<file path="config.mk">
export PLATFORM = sky130hd
export DESIGN_NAME = ibfly_stage8
export DESIGN_NICKNAME = d
export VERILOG_FILES = /design/src/rtl/ibfly_pkg.sv /design/src/rtl/ibfly_stage8_pair.sv /design/src/rtl/ibfly_stage8.sv
export SDC_FILE = /design/constraint.sdc
export NUM_CORES = 1
export LEC_CHECK = 0
export BUFFER_PORTS_ARGS = -buffer_cell sky130_fd_sc_hd__buf_2
export CORE_MARGIN = 2
export CORE_UTILIZATION = 60
export CTS_BUF_LIST = sky130_fd_sc_hd__clkbuf_8
export DETAILED_ROUTE_END_ITERATION = 7
export PLACE_DENSITY = 0.84
export SYNTH_ARGS = -nofsm -noshare
export SYNTH_HDL_FRONTEND = slang
export SYNTH_HIERARCHICAL = 1
export SYNTH_SLANG_ARGS = --single-unit
</file>
<file path="constraint.sdc">
create_clock -name clk -period 27.1 [get_ports clk]
set_input_delay 6.775 -clock clk [delete_from_list [all_inputs] [get_ports clk]]
set_output_delay 6.775 -clock clk [all_outputs]
set_load 0.005 [all_outputs]
</file>
<file path="src/rtl/ibfly_pkg.sv">
// ibfly_pkg: shared constants, types and the halving helper for the inverse
// 8-point butterfly stage (ibfly_stage8).
// Optional build macro: IBFLY_ROUND_EN (round-half-up instead of floor).
package ibfly_pkg;

  localparam int DEF_DATA_W = 32;
  localparam int N_POINTS   = 8;
  localparam int HALF       = 4;

  typedef logic signed [DEF_DATA_W-1:0] sample_t;
  typedef logic signed [DEF_DATA_W:0]   wide_t;

  // Halve a sum/difference term at the default width.
  function automatic sample_t half_term(input wide_t wide);
`ifdef IBFLY_ROUND_EN
    logic signed [DEF_DATA_W+1:0] t;
    t = {wide[DEF_DATA_W], wide} + {{(DEF_DATA_W+1){1'b0}}, 1'b1};
    t = t >>> 1;
    // Only the largest difference rounds up past the positive limit.
    if (!t[DEF_DATA_W+1] && t[DEF_DATA_W-1])
      return {1'b0, {(DEF_DATA_W-1){1'b1}}};
    return t[DEF_DATA_W-1:0];
`else
    wide_t t;
    t = wide >>> 1;
    return t[DEF_DATA_W-1:0];
`endif
  endfunction

endpackage

</file>
<file path="src/rtl/ibfly_stage8_pair.sv">
// ibfly_pair: first pipeline stage for one (M_k, M_(7-k)) pair.
// Registers the sign-extended sum and difference when en is high.
// Ports:
//   clk        rising-edge clock
//   en         shared stage-1 advance enable
//   a, b       signed DATA_W operands (M_k, M_(7-k))
//   sum, diff  registered DATA_W+1 results (a+b, a-b)
module ibfly_pair #(
  parameter int DATA_W = 32
) (
  input  logic                     clk,
  input  logic                     en,
  input  logic signed [DATA_W-1:0] a,
  input  logic signed [DATA_W-1:0] b,
  output logic signed [DATA_W:0]   sum,
  output logic signed [DATA_W:0]   diff
);

  logic signed [DATA_W:0] a_x;
  logic signed [DATA_W:0] b_x;

  assign a_x = {a[DATA_W-1], a};
  assign b_x = {b[DATA_W-1], b};

  // stage 1: one extra bit makes the sum/difference exact
  always_ff @(posedge clk) begin
    if (en) begin
      sum  <= a_x + b_x;
      diff <= a_x - b_x;
    end
  end

endmodule

</file>
<file path="src/rtl/ibfly_stage8.sv">
// ibfly_stage8: inverse 8-point butterfly, O_k = (M_k + M_(7-k))/2 and
// O_(7-k) = (M_k - M_(7-k))/2, in a 2-stage valid/ready pipeline with a row
// counter flagging the last row of each block on out_last.
// Optional build macro: IBFLY_ROUND_EN (round-half-up instead of floor).
// Ports:
//   clk, reset           clock; synchronous active-low reset
//   in_valid, in_ready   input handshake for M0..M7
//   M0..M7               signed DATA_W sum/difference terms
//   out_valid, out_ready output handshake for O0..O7
//   O0..O7               signed DATA_W reconstructed samples
//   out_last             final row of the current block
module ibfly_stage8
  import ibfly_pkg::*;
#(
  parameter int DATA_W         = DEF_DATA_W,
  parameter int ROWS_PER_BLOCK = 8
) (
  input  logic                     clk,
  input  logic                     reset,
  input  logic                     in_valid,
  output logic                     in_ready,
  input  logic signed [DATA_W-1:0] M0,
  input  logic signed [DATA_W-1:0] M1,
  input  logic signed [DATA_W-1:0] M2,
  input  logic signed [DATA_W-1:0] M3,
  input  logic signed [DATA_W-1:0] M4,
  input  logic signed [DATA_W-1:0] M5,
  input  logic signed [DATA_W-1:0] M6,
  input  logic signed [DATA_W-1:0] M7,
  output logic                     out_valid,
  input  logic                     out_ready,
  output logic signed [DATA_W-1:0] O0,
  output logic signed [DATA_W-1:0] O1,
  output logic signed [DATA_W-1:0] O2,
  output logic signed [DATA_W-1:0] O3,
  output logic signed [DATA_W-1:0] O4,
  output logic signed [DATA_W-1:0] O5,
  output logic signed [DATA_W-1:0] O6,
  output logic signed [DATA_W-1:0] O7,
  output logic                     out_last
);

  localparam int CNT_W = (ROWS_PER_BLOCK > 1) ? $clog2(ROWS_PER_BLOCK) : 1;
  localparam logic [CNT_W-1:0] LAST_ROW = CNT_W'(ROWS_PER_BLOCK - 1);

  // Same halving as ibfly_pkg::half_term, but tracking this instance's DATA_W.
  function automatic logic signed [DATA_W-1:0] half_w(input logic signed [DATA_W:0] wide);
`ifdef IBFLY_ROUND_EN
    logic signed [DATA_W+1:0] t;
    t = {wide[DATA_W], wide} + {{(DATA_W+1){1'b0}}, 1'b1};
    t = t >>> 1;
    // Only the largest difference rounds up past the positive limit.
    if (!t[DATA_W+1] && t[DATA_W-1])
      return {1'b0, {(DATA_W-1){1'b1}}};
    return t[DATA_W-1:0];
`else
    logic signed [DATA_W:0] t;
    t = wide >>> 1;
    return t[DATA_W-1:0];
`endif
  endfunction

  logic signed [DATA_W-1:0] m_p0 [N_POINTS];
  logic signed [DATA_W:0]   sum_p1  [HALF];
  logic signed [DATA_W:0]   diff_p1 [HALF];
  logic signed [DATA_W-1:0] o_p2 [N_POINTS];

  logic             vld_p1;
  logic             vld_p2;
  logic             last_p1;
  logic             last_p2;
  logic [CNT_W-1:0] row_cnt;
  logic             s1_en;
  logic             s2_en;
  logic             in_xfer;

  assign m_p0[0] = M0;
  assign m_p0[1] = M1;
  assign m_p0[2] = M2;
  assign m_p0[3] = M3;
  assign m_p0[4] = M4;
  assign m_p0[5] = M5;
  assign m_p0[6] = M6;
  assign m_p0[7] = M7;

  assign s2_en    = !vld_p2 || out_ready;
  assign s1_en    = !vld_p1 || s2_en;
  assign in_ready = s1_en;
  assign in_xfer  = in_valid && s1_en;

  // stage 1: sums/differences of mirrored pairs
  for (genvar k = 0; k < HALF; k++) begin : g_pair
    ibfly_pair #(.DATA_W(DATA_W)) u_pair (
      .clk  (clk),
      .en   (s1_en),
      .a    (m_p0[k]),
      .b    (m_p0[N_POINTS-1-k]),
      .sum  (sum_p1[k]),
      .diff (diff_p1[k])
    );
  end

  always_ff @(posedge clk) begin
    if (!reset) begin
      vld_p1  <= 1'b0;
      last_p1 <= 1'b0;
      row_cnt <= '0;
    end else begin
      if (s1_en) begin
        vld_p1  <= in_valid;
        last_p1 <= (row_cnt == LAST_ROW);
      end
      if (in_xfer) begin
        if (row_cnt == LAST_ROW)
          row_cnt <= '0;
        else
          row_cnt <= row_cnt + 1'b1;
      end
    end
  end

  // stage 2: halve each term; sums feed O_k, differences feed O_(7-k)
  always_ff @(posedge clk) begin
    if (!reset) begin
      vld_p2  <= 1'b0;
      last_p2 <= 1'b0;
      for (int i = 0; i < N_POINTS; i++) o_p2[i] <= '0;
    end else if (s2_en) begin
      vld_p2  <= vld_p1;
      // Gate with valid so a stale flag never reaches out_last on a bubble.
      last_p2 <= vld_p1 && last_p1;
      for (int k = 0; k < HALF; k++) begin
        o_p2[k]              <= half_w(sum_p1[k]);
        o_p2[N_POINTS-1-k]   <= half_w(diff_p1[k]);
      end
    end
  end

  assign out_valid = vld_p2;
  assign out_last  = last_p2;
  assign O0 = o_p2[0];
  assign O1 = o_p2[1];
  assign O2 = o_p2[2];
  assign O3 = o_p2[3];
  assign O4 = o_p2[4];
  assign O5 = o_p2[5];
  assign O6 = o_p2[6];
  assign O7 = o_p2[7];

endmodule

</file>
# Word level (Yosys, flattened, before mapping)
# Memories as Yosys holds them, arrays and structs flattened.
# Index checks and enable logic that the tools add are counted.
[classes]
muxes = 13
reduce_logical = 6
n_eq_ne = 1
n_addsub = 9
n_bitwise = 8
[op_table]
columns = ["op", "count"]
rows = [
  ["32-bit two-way mux", 8],
  ["32-bit by 32-bit adder with 33-bit output", 4],
  ["32-bit by 32-bit subtractor with 33-bit output", 4],
  ["1-bit OR", 8],
  ["1-bit two-way mux", 4],
  ["3-bit by 1-bit adder with 3-bit output, second input constant", 1],
  ["3-bit equality test, second input constant", 1],
  ["3-bit two-way mux", 1],
  ["1-bit logical AND", 2],
  ["1-bit logical NOT", 2],
  ["1-bit logical OR", 2],
]
[totals]
reg_bits = 271
in_bits = 260
word_cells = 51
ramBits = 256
n_memories = 1
[mem_list]
columns = ["memory", "words", "width", "rd", "rd_clocked_by_memory_dff", "write_ports", "line_no", "text"]
rows = [
  ["o_p2", 8, 32, 8, 0, 8, "ibfly_stage8.sv:66", "logic signed [DATA_W-1:0] o_p2 [N_POINTS];"],
]

# Depth between registers and ports, before layout
# Gate-level depths: netlist of the first run.
[logic_depth]
depth_word = 6
mapped_depth = 12
mapped_depth_nobuf = 12

# By module
# Netlist of the first run, hierarchy kept.
[modules_own_cells]
columns = ["mod", "seq_area_each_um2", "cells_each", "instances", "area_per_inst_um2"]
rows = [
  ["ibfly_pair at g_pair[0].u_pair ...", 1951.9, 620, 2, 5731.7],
  ["ibfly_pair at g_pair[2].u_pair ...", 1951.9, 600, 2, 5492.8],
  ["ibfly_stage8", 7827.5, 573, 1, 9880.7],
]

# Worst setup path after synthesis of the first run
# No wires, ideal clock.
[synth_timing]
kind = "in2out"
start = "input out_ready"
end = "output in_ready"
path_slack_ns = 7.580
t_arrival_ns = 12.745
path_stages = 1
path_buffers = 0
cell_sequence = "nand3b_1"
[synth_between]
elab_chain_cells = 2
[synth_rtl]
columns = ["element", "line_no", "text"]
rows = [
  ["start: declaration", "ibfly_stage8.sv:31", "input logic out_ready,"],
  ["1-bit logical OR", "ibfly_stage8.sv:86", "assign s2_en = !vld_p2 || out_ready;"],
  ["1-bit logical OR", "ibfly_stage8.sv:87", "assign s1_en = !vld_p1 || s2_en;"],
  ["end: declaration", "ibfly_stage8.sv:21", "output logic in_ready,"],
]
# Every way passes these cells.

# Worst setup path after layout of the first run
# Ends and elaborated chain as after synthesis.

==> metrics.md, run 1 <==
| Metric | Value |
|---|---|
| Largest net degree at the start of global routing | `160` |
| Minimum clock period | `15510 ps` |
| Post-detailed-route count of antenna-violating nets | `0` |
| Post-Syn Area | `32200 um^2` |
| Routed len/inst | `20.0 um` |
| Worst path required time | `20320 ps` |
| Multi-input gate area | `14900 um^2` |
| RD Place Congestion | `0.957` |
| DR vias | `24500` |
| Total grt overflow | `0` |
| Setup crit start kind | `primary input` |
| Clk root buf | `clkbuf_8` |
| Nets | `3995` |
| Sequential cell area | `15500 um^2` |
| Die X | `236 um` |
| Ports | `519` |
| Non-filler cells, final | `4253` |
| Slew Limit Fails | `0` |
| Worst slew margin | `20.8%` |
| Share of layout cells above drive strength 1 | `22.8%` |
| Placed cell count | `4071` |
| Period utilization | `57.2%` |
| YS warnings | `6` |
| Die height | `236 um` |
| Power density over the cells | `62.3 nW/um^2` |
| Final Hold Viols | `0` |
| Core Rows | `84` |
| Crit path DAT | `8730 ps` |
| Avg Cell Area, Syn | `10.7 um^2` |
| Drt drc | `0` |
| CTS Hold Buffers Added | `0` |
| Lkg Pwr | `16.4 nW` |
| Area Growth Syn to Fin | `13.8%` |
| Num Clock Sinks | `519` |
| CTS resizes | `0` |
| Fillers | `3998` |
| Crit Path Max Fanout | `48` |
| Worst-margin pin slew | `1190 ps` |
| Worst R2R Setup Slack | `23870 ps` |
| First-pass detailed-route iteration total | `6` |
| Max Clk Rate | `64.5 MHz` |
| GRT Overall Usage | `29.6%` |
| Clk Latency, worst-skew pair | `670 ps` |
| CTS tree | `done` |
| Post-Synthesis Cells | `3001` |
| Mapped Nets | `3527` |
| Final setup margin | `11590 ps` |
| Max-cap violations | `0` |
| Worst setup EP type | `output pin` |
| Core box area | `52800 um^2` |
| RSZ-0062 raised after global routing | `no` |
| Post-Route Setup TNS | `0 ps` |
| Initial antenna violation count | `35` |
| Final wirelength | `84.9 mm` |
| Max IR drop VDD | `0.0389 mV` |
| DRT iter0 DRCs | `2060` |
| Reg clk slew, reported paths | `60 ps` |
| Post-placement worst setup slack | `11630 ps` |
| First-pass GRT wire length | `129 mm` |
| H-tree depth | `3` |
| CTS Buffer Depth | `3` |
| Clock skew | `38.8 ps` |
| Post-DP Area | `34900 um^2` |
| Hold crit path type | `reg -> reg` |
| Design Power | `2.28 mW` |
| DR vias/cell | `5.76` |
| Initial Utilization | `61.0%` |
| Post-route cell area | `36600 um^2` |
| Vias in the first global route | `23400` |
| CTS Buf Count | `84` |
| Final setup violation count | `0` |
| # Post-CTS Setup Buffers | `0` |
| Dpl hpwl | `63.7 mm` |
| I/O Buffers | `518` |
| Critical path class | `in -> out` |
| DIE AREA | `55500 um^2` |
| Status | `complete, no violations` |
==> layout make-up <==
class	instances	share of cell area (%)
Sequential cell	519	42.4
Timing Repair Buffer	527	7.30
Clock buffer	86	3.23
Inverter	253	2.62
Antenna cell	28	0.191
Tap cell	688	2.35
Multi-Input combinational cell	2084	40.8
Clock inverter	68	1.15
==> final timing paths <==
kind	from	end	cells past startpoint
min	row_cnt[2]	row_cnt[2]	2
max reg2reg	vld_p1	g_pair[3].u_pair/sum[29]	3
max	out_ready	in_ready	4
min reg2reg	row_cnt[2]	row_cnt[2]	2
==> flip-flops by register name (all words and copies together), names as in the netlist <==
register,flops
o_p2,256
g_pair.u_pair/diff,128
g_pair.u_pair/sum,128
row_cnt,3
last_p1,1
out_last,1
out_valid,1
vld_p1,1
==> power breakdown <==
part	internal [mW]	switching [mW]	total [mW]	leakage (nW)
Sequential	1.06	0.0374	1.10	5.71
Clock	0.337	0.318	0.655	0.912
Combinational	0.221	0.309	0.530	9.74
==> through the flow <==
stage	util, %	hold slack, ps
after floorplan	-	442
after global placement	66.2	451
after detailed placement	66.2	468
after CTS	69.3	476
after global routing	69.3	496
final	69.4	477
==> metal layers <==
layer / global-route usage [%] / wire length [um] / part of all wire (%) / vias to the layer above
met5: 0 / 126 / 0.15 / -
met4: 14.7 / 3710 / 4.4 / 20
met3: 6.25 / 6650 / 7.8 / 206
met2: 47.8 / 40200 / 47 / 1097
met1: 38.0 / 34200 / 40 / 11600
li1: - / - / - / 11600
==> layout by cell type, fill, tap and decap left out, types with 9 or more instances in the layout <==
cell,count
nand2b_1,40
nor2_1,255
nor3_1,60
a31oi_1,36
or3_1,16
xor2_1,24
a211o_1,14
nand3_1,41
o31ai_1,20
a21o_1,52
ha_1,258
and2_1,174
clkinv_1,21
diode_2,28
mux2i_1,9
edfxtp_1,512
a21oi_1,256
o21bai_1,30
a211oi_1,14
a21boi_0,12
nor4_1,16
nand2_1,119
inv_1,264
nor2b_1,30
o21a_1,11
o21ai_0,90
nand4_1,18
o211ai_1,28
and2_2,84
buf_2,518
xnor2_1,184
clkinv_2,12
clkbuf_8,86
==> critical path: stages <==
cell and delay [ps]:
buf_2 110, nand3b_1 840, buf_4 750, buf_2 230
No activity file was read; power rests on OpenSTA's default activity.
==> run 2, diff against run 1 <==
--- a/config.mk
+++ b/config.mk
@@ -7,10 +7,10 @@
 export LEC_CHECK = 0
 export BUFFER_PORTS_ARGS = -buffer_cell sky130_fd_sc_hd__buf_2
 export CORE_MARGIN = 2
-export CORE_UTILIZATION = 60
+export CORE_UTILIZATION = 54
 export CTS_BUF_LIST = sky130_fd_sc_hd__clkbuf_8
 export DETAILED_ROUTE_END_ITERATION = 7
-export PLACE_DENSITY = 0.84
+export PLACE_DENSITY = 0.8
 export SYNTH_ARGS = -nofsm -noshare
 export SYNTH_HDL_FRONTEND = slang
 export SYNTH_HIERARCHICAL = 1
==> constraint.sdc (replaced) <==
create_clock -name clk -period 13.5 [get_ports clk]
set_input_delay 3.375 -clock clk [delete_from_list [all_inputs] [get_ports clk]]
set_output_delay 3.375 -clock clk [all_outputs]
set_load 0.005 [all_outputs]
==> run 2 against run 1 <==
  * Sequential power is 100% higher
  * Die area grew 11%
  * Clock skew down 12 ps
  * Combinational power is 98% higher
  * Clock-buffer cell count is 3 higher
  * Critical path depth decreased by 1
  * Sequential cell count stayed put
  * Clock power increased by 120%
  * Total power is 100% higher
  * Critical endpoint unchanged
  * Largest cell class unchanged
==> metrics.md, run 2 (synthesis gave the netlist of run 1 again) <==
| Metric | Value |
|---|---|
| Final wirelength | `84.2 mm (was 84.9 mm)` |
| Initial antenna violation count | `39 (was 35)` |
| DR vias/cell | `5.57 (was 5.76)` |
| Comb pwr share | `22.6% (was 23.2%)` |
| I/O Buffers | `518 (unchanged)` |
| Share of layout cells above drive strength 1 | `23.0% (was 22.8%)` |
| Minimum clock period | `7280 ps` |
| Worst setup EP type | `output pin (unchanged)` |
| DIE AREA | `61500 um^2 (was 55500 um^2)` |
| Placed cell count | `4157 (was 4071)` |
| Dpl hpwl | `64.9 mm (was 63.7 mm)` |
| Top reg by flops | `o_p2 (unchanged)` |
| # Post-CTS Setup Buffers | `0 (unchanged)` |
| Period utilization | `54.0%` |
| Final Hold Viols | `0 (unchanged)` |
| Core box area | `58900 um^2 (was 52800 um^2)` |
| Net Sw Frac | `28.5% (was 29.1%)` |
| H-tree depth | `3 (unchanged)` |
| Fin Hold WS | `468 ps (was 477 ps)` |
| Die height | `248 um (was 236 um)` |
| Slew Limit Fails | `0 (unchanged)` |
| Ports | `519 (unchanged)` |
| Most frequent cells in the layout | `buf_2 (518), edfxtp_1 (512), inv_1 (260), ha_1 (258), a21oi_1 (256) (was buf_2 (518), edfxtp_1 (512), inv_1 (264), ha_1 (258), a21oi_1 (256))` |
| CTS Hold Buffers Added | `0 (unchanged)` |
| Reg clk slew, reported paths | `60 ps (about the same)` |
| Final setup margin | `6220 ps (was 11590 ps)` |
| Clock skew | `26.3 ps (was 38.8 ps)` |
| GRT Overall Usage | `26.8% (was 29.6%)` |
| Post-detailed-route count of antenna-violating nets | `0 (unchanged)` |
| Final core utilization | `62.5% (was 69.4%)` |
| Max IR drop VDD | `0.120 mV (was 0.0389 mV)` |
| Clk Latency, worst-skew pair | `690 ps (was 670 ps)` |
| Worst-margin pin slew | `969 ps (was 1190 ps)` |
| CTS resizes | `0 (unchanged)` |
| Routed len/inst | `19.4 um (was 20.0 um)` |
| Crit Path Max Fanout | `2 (was 48)` |
| Max Clk Rate | `137 MHz` |
| Max-cap violations | `0 (unchanged)` |
| Top Registers | `o_p2 (256), g_pair.u_pair/diff (128), g_pair.u_pair/sum (128) (unchanged)` |
| RD Place Congestion | `0.964 (was 0.957)` |
| Non-filler cells, final | `4337 (was 4253)` |
| Worst path required time | `10120 ps (was 20320 ps)` |
| P_int | `3.34 mW (was 1.62 mW)` |
| Lkg Pwr | `16.4 nW (about the same)` |
| DRT iter0 DRCs | `1711 (was 2060)` |
| Post-placement worst setup slack | `6230 ps (was 11630 ps)` |
| Crit path DAT | `3910 ps (was 8730 ps)` |
| Power density over the cells | `127 nW/um^2 (was 62.3 nW/um^2)` |
| Post-route cell area | `36800 um^2 (was 36600 um^2)` |
| Clk root buf | `clkbuf_8 (unchanged)` |
| Hold crit path type | `reg -> reg (unchanged)` |
| RSZ-0062 raised after global routing | `no (unchanged)` |
| Post-DP Area | `35000 um^2 (was 34900 um^2)` |
| Vias in the first global route | `23300 (was 23400)` |
| Post-Route Setup TNS | `0 ps (unchanged)` |
| Core Rows | `89 (was 84)` |
| Critical path class | `in -> out (unchanged)` |
| DR vias | `24200 (was 24500)` |
| Die X | `248 um (was 236 um)` |
| Setup crit start kind | `primary input (unchanged)` |
| CTS tree | `done (unchanged)` |
| Area Growth Syn to Fin | `14.5% (was 13.8%)` |
| First-pass GRT wire length | `127 mm (was 129 mm)` |
| Worst slew margin | `35.4% (was 20.8%)` |
| CTS Buf Count | `88 (was 84)` |
| First-pass detailed-route iteration total | `5 (was 6)` |
| Final setup violation count | `0 (unchanged)` |
| Num Clock Sinks | `519 (unchanged)` |
| CTS Buffer Depth | `3 (unchanged)` |
| Status | `complete, no violations (unchanged)` |
| Initial Utilization | `54.6% (was 61.0%)` |
| Fillers | `4696 (was 3998)` |
| Max FFs per register | `256 (unchanged)` |
| Nets | `4000 (was 3995)` |
| Clock share of power | `30.3% (was 28.7%)` |
| Largest net degree at the start of global routing | `112 (was 160)` |
| Total grt overflow | `0 (unchanged)` |
| Part of the power in registers | `47.1% (was 48.0%)` |
| Design Power | `4.66 mW (was 2.28 mW)` |
| Commonest non-fill, non-tap cell in the layout | `buf_2 (unchanged)` |
| P_sw | `1.33 mW (was 0.665 mW)` |
| Drt drc | `0 (unchanged)` |
-- run 2: final timing paths --
kind	depth (start not counted)	startpoint	to	slack [ps]
setup / recovery	3	out_ready	in_ready	6220
hold / removal	2	row_cnt[2]	row_cnt[2]	470
setup reg to reg	4	out_valid	o_p2[0][197]	10310
hold reg to reg	2	row_cnt[2]	row_cnt[2]	470
-- run 2: cell type report --
class / count / area [um^2] / share of cell area [%]
clock inverters: 65 / 509 / 1.38
well taps: 773 / 967 / 2.63
inverters: 253 / 960 / 2.61
diodes: 26 / 65.1 / 0.177
flip-flops and latches: 519 / 15500 / 42.1
repair buffers: 528 / 2670 / 7.24
multi-input cells: 2084 / 14900 / 40.5
clock buffers: 89 / 1220 / 3.33
-- run 2: routing by layer --
| layer | track usage, % | up-vias | share of wire (%) |
|---|---|---|---|
| li1 | - | 11600 | - |
| met1 | 33.6 | 11400 | 40 |
| met2 | 43.4 | 905 | 47 |
| met3 | 6.10 | 228 | 8.2 |
| met4 | 13.9 | 32 | 4.5 |
| met5 | 0 | - | 0.23 |
-- run 2: power by group through the flow --
stage          Sequential (mW)  Clock (mW)  Combinational, mW
6_report                  2.20        1.41               1.05
5_1_grt                   2.22        1.52               1.16
4_1_cts                   2.20        1.44               1.05
3_5_place_dp              2.23           0               1.04
3_3_place_gp              2.22           0               1.03
2_1_floorplan             2.23           0              0.669
-- run 2: critical path, stage by stage --
cell	delay [ps]
buf_2	120
nand3b_1	240
buf_2	180
==> run 3, diff against run 2 <==
--- a/config.mk
+++ b/config.mk
@@ -5,12 +5,13 @@
 export SDC_FILE = /design/constraint.sdc
 export NUM_CORES = 1
 export LEC_CHECK = 0
+export ABC_AREA = 1
 export BUFFER_PORTS_ARGS = -buffer_cell sky130_fd_sc_hd__buf_2
 export CORE_MARGIN = 2
-export CORE_UTILIZATION = 54
+export CORE_UTILIZATION = 60
 export CTS_BUF_LIST = sky130_fd_sc_hd__clkbuf_8
 export DETAILED_ROUTE_END_ITERATION = 7
-export PLACE_DENSITY = 0.8
+export PLACE_DENSITY = 0.82
 export SYNTH_ARGS = -nofsm -noshare
 export SYNTH_HDL_FRONTEND = slang
 export SYNTH_HIERARCHICAL = 1
==> constraint.sdc (replaced) <==
create_clock -name clk -period 7.4 [get_ports clk]
set_input_delay 1.85 -clock clk [delete_from_list [all_inputs] [get_ports clk]]
set_output_delay 1.85 -clock clk [all_outputs]
set_load 0.005 [all_outputs]
==> run 3 against run 2 <==
  * Synthesized cell count up 77%
  * Non-clock buffer count fell by 4
  * Critical path type unchanged
  * Final cell count increased by 55%
  * Global-route usage is 6.2 points higher
  * Utilization is 4.9 points higher
  * Worst hold slack improved by 24 ps
  * Sequential share of layout area is 6.4 points lower
  * Clock-buffer cell count did not move
  * Routed wire length is 33% higher
  * Register-to-register slack got worse by 5700 ps
==> metrics.md, run 3 <==
| Metric | Value |
|---|---|
| Ports | `519 (unchanged)` |
| GRT Overall Usage | `32.9% (was 26.8%)` |
| Crit path DAT | `2400 ps (was 3910 ps)` |
| Nets | `6305 (was 4000)` |
| Worst setup EP type | `output pin (unchanged)` |
| RD Place Congestion | `0.991 (was 0.964)` |
| DIE AREA | `67100 um^2 (was 61500 um^2)` |
| Num Clock Sinks | `519 (unchanged)` |
| Total grt overflow | `0 (unchanged)` |
| Slew Limit Fails | `0 (unchanged)` |
| Initial antenna violation count | `15 (was 39)` |
| Reg clk slew, reported paths | `60 ps (about the same)` |
| Avg Cell Area, Syn | `7.36 um^2 (was 10.7 um^2)` |
| H-tree depth | `3 (unchanged)` |
| Mapped Nets | `5833 (was 3527)` |
| Clk Latency, worst-skew pair | `700 ps (was 690 ps)` |
| Worst path required time | `5550 ps (was 10120 ps)` |
| Share of layout cells above drive strength 1 | `16.4% (was 23.0%)` |
| Vias in the first global route | `31400 (was 23300)` |
| Placed cell count | `6544 (was 4157)` |
| DR WL met2 | `52.3 mm (was 39.8 mm)` |
| Die X | `259 um (was 248 um)` |
| Most frequent cells in the layout | `nand2_1 (1631), inv_1 (1256), nor2_1 (590), buf_2 (518), edfxtp_1 (512) (was buf_2 (518), edfxtp_1 (512), inv_1 (260), ha_1 (258), a21oi_1 (256))` |
| CTS Buffer Depth | `3 (unchanged)` |
| Top reg by flops | `o_p2 (unchanged)` |
| Worst-margin pin slew | `1130 ps (was 969 ps)` |
| Max IR drop VDD | `0.233 mV (was 0.120 mV)` |
| Post-Route Setup TNS | `0 ps (unchanged)` |
| Post-Syn Area | `39100 um^2 (was 32200 um^2)` |
| Non-filler cells, final | `6717 (was 4337)` |
| Minimum clock period | `4250 ps` |
| DRT iter0 DRCs | `3262 (was 1711)` |
| Hold crit path type | `reg -> reg (unchanged)` |
| Power density over the cells | `209 nW/um^2 (was 127 nW/um^2)` |
| CTS resizes | `0 (unchanged)` |
| CTS Hold Buffers Added | `0 (unchanged)` |
| Period utilization | `57.4%` |
| Area Growth Syn to Fin | `11.1% (was 14.5%)` |
| Final wirelength | `112 mm (was 84.2 mm)` |
| Crit path cell chain | `buf_2 -> inv_1 -> nand3_4 -> buf_2 (was buf_2 -> nand3b_1 -> buf_2)` |
| Top Registers | `o_p2 (256), g_pair.u_pair/diff (128), g_pair.u_pair/sum (128) (unchanged)` |
| DR vias/cell | `5.01 (was 5.57)` |
| Multi-input gate area | `17400 um^2 (was 14900 um^2)` |
| Cell mode on critical path | `buf_2 (unchanged)` |
| Crit path max-delay family | `buffers and inverters (unchanged)` |
| WP buf/inv | `3 (was 2)` |
| CTS Buf Count | `88 (unchanged)` |
| Met1 Wirelength | `46.9 mm (was 33.6 mm)` |
| WL met3 | `9.04 mm (was 6.91 mm)` |
| First-pass detailed-route iteration total | `6 (was 5)` |
| Final Hold Viols | `0 (unchanged)` |
| Final setup violation count | `0 (unchanged)` |
| Max Clk Rate | `235 MHz` |
| Core Rows | `93 (was 89)` |
| Drt drc | `0 (unchanged)` |
| Clk root buf | `clkbuf_8 (unchanged)` |
| Slowest stage delay, CP | `180 ps (was 240 ps)` |
| Crit Path Max Fanout | `4 (was 2)` |
| Max FFs per register | `256 (unchanged)` |
| Worst slew margin | `24.9% (was 35.4%)` |
| Lkg Pwr | `24.9 nW (was 16.4 nW)` |
| Hold Startpoint | `out_last (was row_cnt[2])` |
| Worst reg2reg startpoint | `out_valid (unchanged)` |
| Slowest cell on the critical path | `buf_2 (was nand3b_1)` |
| Largest net degree at the start of global routing | `177 (was 112)` |
| Routed len/inst | `16.7 um (was 19.4 um)` |
| Post-Synthesis Cells | `5307 (was 3001)` |
| DR vias | `33600 (was 24200)` |
| Max-cap violations | `0 (unchanged)` |
| CTS tree | `done (unchanged)` |
| Core box area | `64300 um^2 (was 58900 um^2)` |
| Worst Setup SP | `out_ready (unchanged)` |
| # Post-CTS Setup Buffers | `0 (unchanged)` |
| RSZ-0062 raised after global routing | `no (unchanged)` |
| Commonest non-fill, non-tap cell in the layout | `nand2_1 (was buf_2)` |
| Initial Utilization | `60.7% (was 54.6%)` |
| Fillers | `5628 (was 4696)` |
| YS warnings | `6 (unchanged)` |
| Die height | `259 um (was 248 um)` |
| Status | `complete, no violations (unchanged)` |
| Top Metal Used | `met5 (unchanged)` |
| Critical path class | `in -> out (unchanged)` |
| Post-detailed-route count of antenna-violating nets | `0 (unchanged)` |
| Clock skew | `37.6 ps (was 26.3 ps)` |
| Setup crit start kind | `primary input (unchanged)` |
| I/O Buffers | `518 (unchanged)` |
| Dpl hpwl | `90.7 mm (was 64.9 mm)` |
| First-pass GRT wire length | `170 mm (was 127 mm)` |
| Sequential cell area | `15500 um^2 (unchanged)` |
==> run 3: per-layer routing <==
| layer | up-vias | global-route usage [%] |
|---|---|---|
| li1 | 16900 | - |
| met3 | 199 | 5.58 |
| met2 | 1276 | 53.9 |
| met4 | 4 | 12.9 |
| met1 | 15300 | 43.7 |
| met5 | - | 0 |
==> run 3: through the flow <==
stage                     total power, mW  cell area (um^2)  worst slack [ps]  hold slack [ps]  utilization [%]
after CTS                            9.07             43400              3140              496             67.4
after global routing                 9.52             43400              3120              514             67.4
after detailed placement             6.36             41500              3030              482             64.5
after global placement               6.31             41500              3060              458             64.5
after floorplan                      5.54             39100               211              440                -
final                                9.06             43400              3150              492             67.4
==> run 3: layout make-up <==
cell class / instances / area share (%)
Tap cell: 855 / 2.47
Clock inverter: 73 / 1.40
Clock buffer: 89 / 2.82
Antenna cell: 11 / 0.0635
Sequential cell: 519 / 35.8
Multi-Input combinational cell: 3359 / 40.2
Inverter: 1287 / 11.1
Timing Repair Buffer: 524 / 6.17
==> run 3: worst min-delay path, delay by kind of cell, from the launching register on <==
kind,cells,cell delay (ps)
DFF,1,310
AOI/OAI and AO/OA,1,80
buffers and inverters,1,50
==> run 3: power breakdown <==
group | leakage [nW] | internal, mW | total (mW) | switching, mW
clock | 1.02 | 1.46 | 2.71 | 1.25
combinational | 18.1 | 0.774 | 2.34 | 1.57
sequential | 5.75 | 3.84 | 4.01 | 0.171
==> run 3: final timing paths <==
| kind | cells past startpoint | slack, ps | to |
|---|---|---|---|
| worst min-delay path | 2 | 490 | out_last |
| worst min register to register | 2 | 490 | out_last |
| worst max-delay path | 4 | 3150 | in_ready |
| worst max register to register | 3 | 4650 | g_pair[3].u_pair/sum[19] |
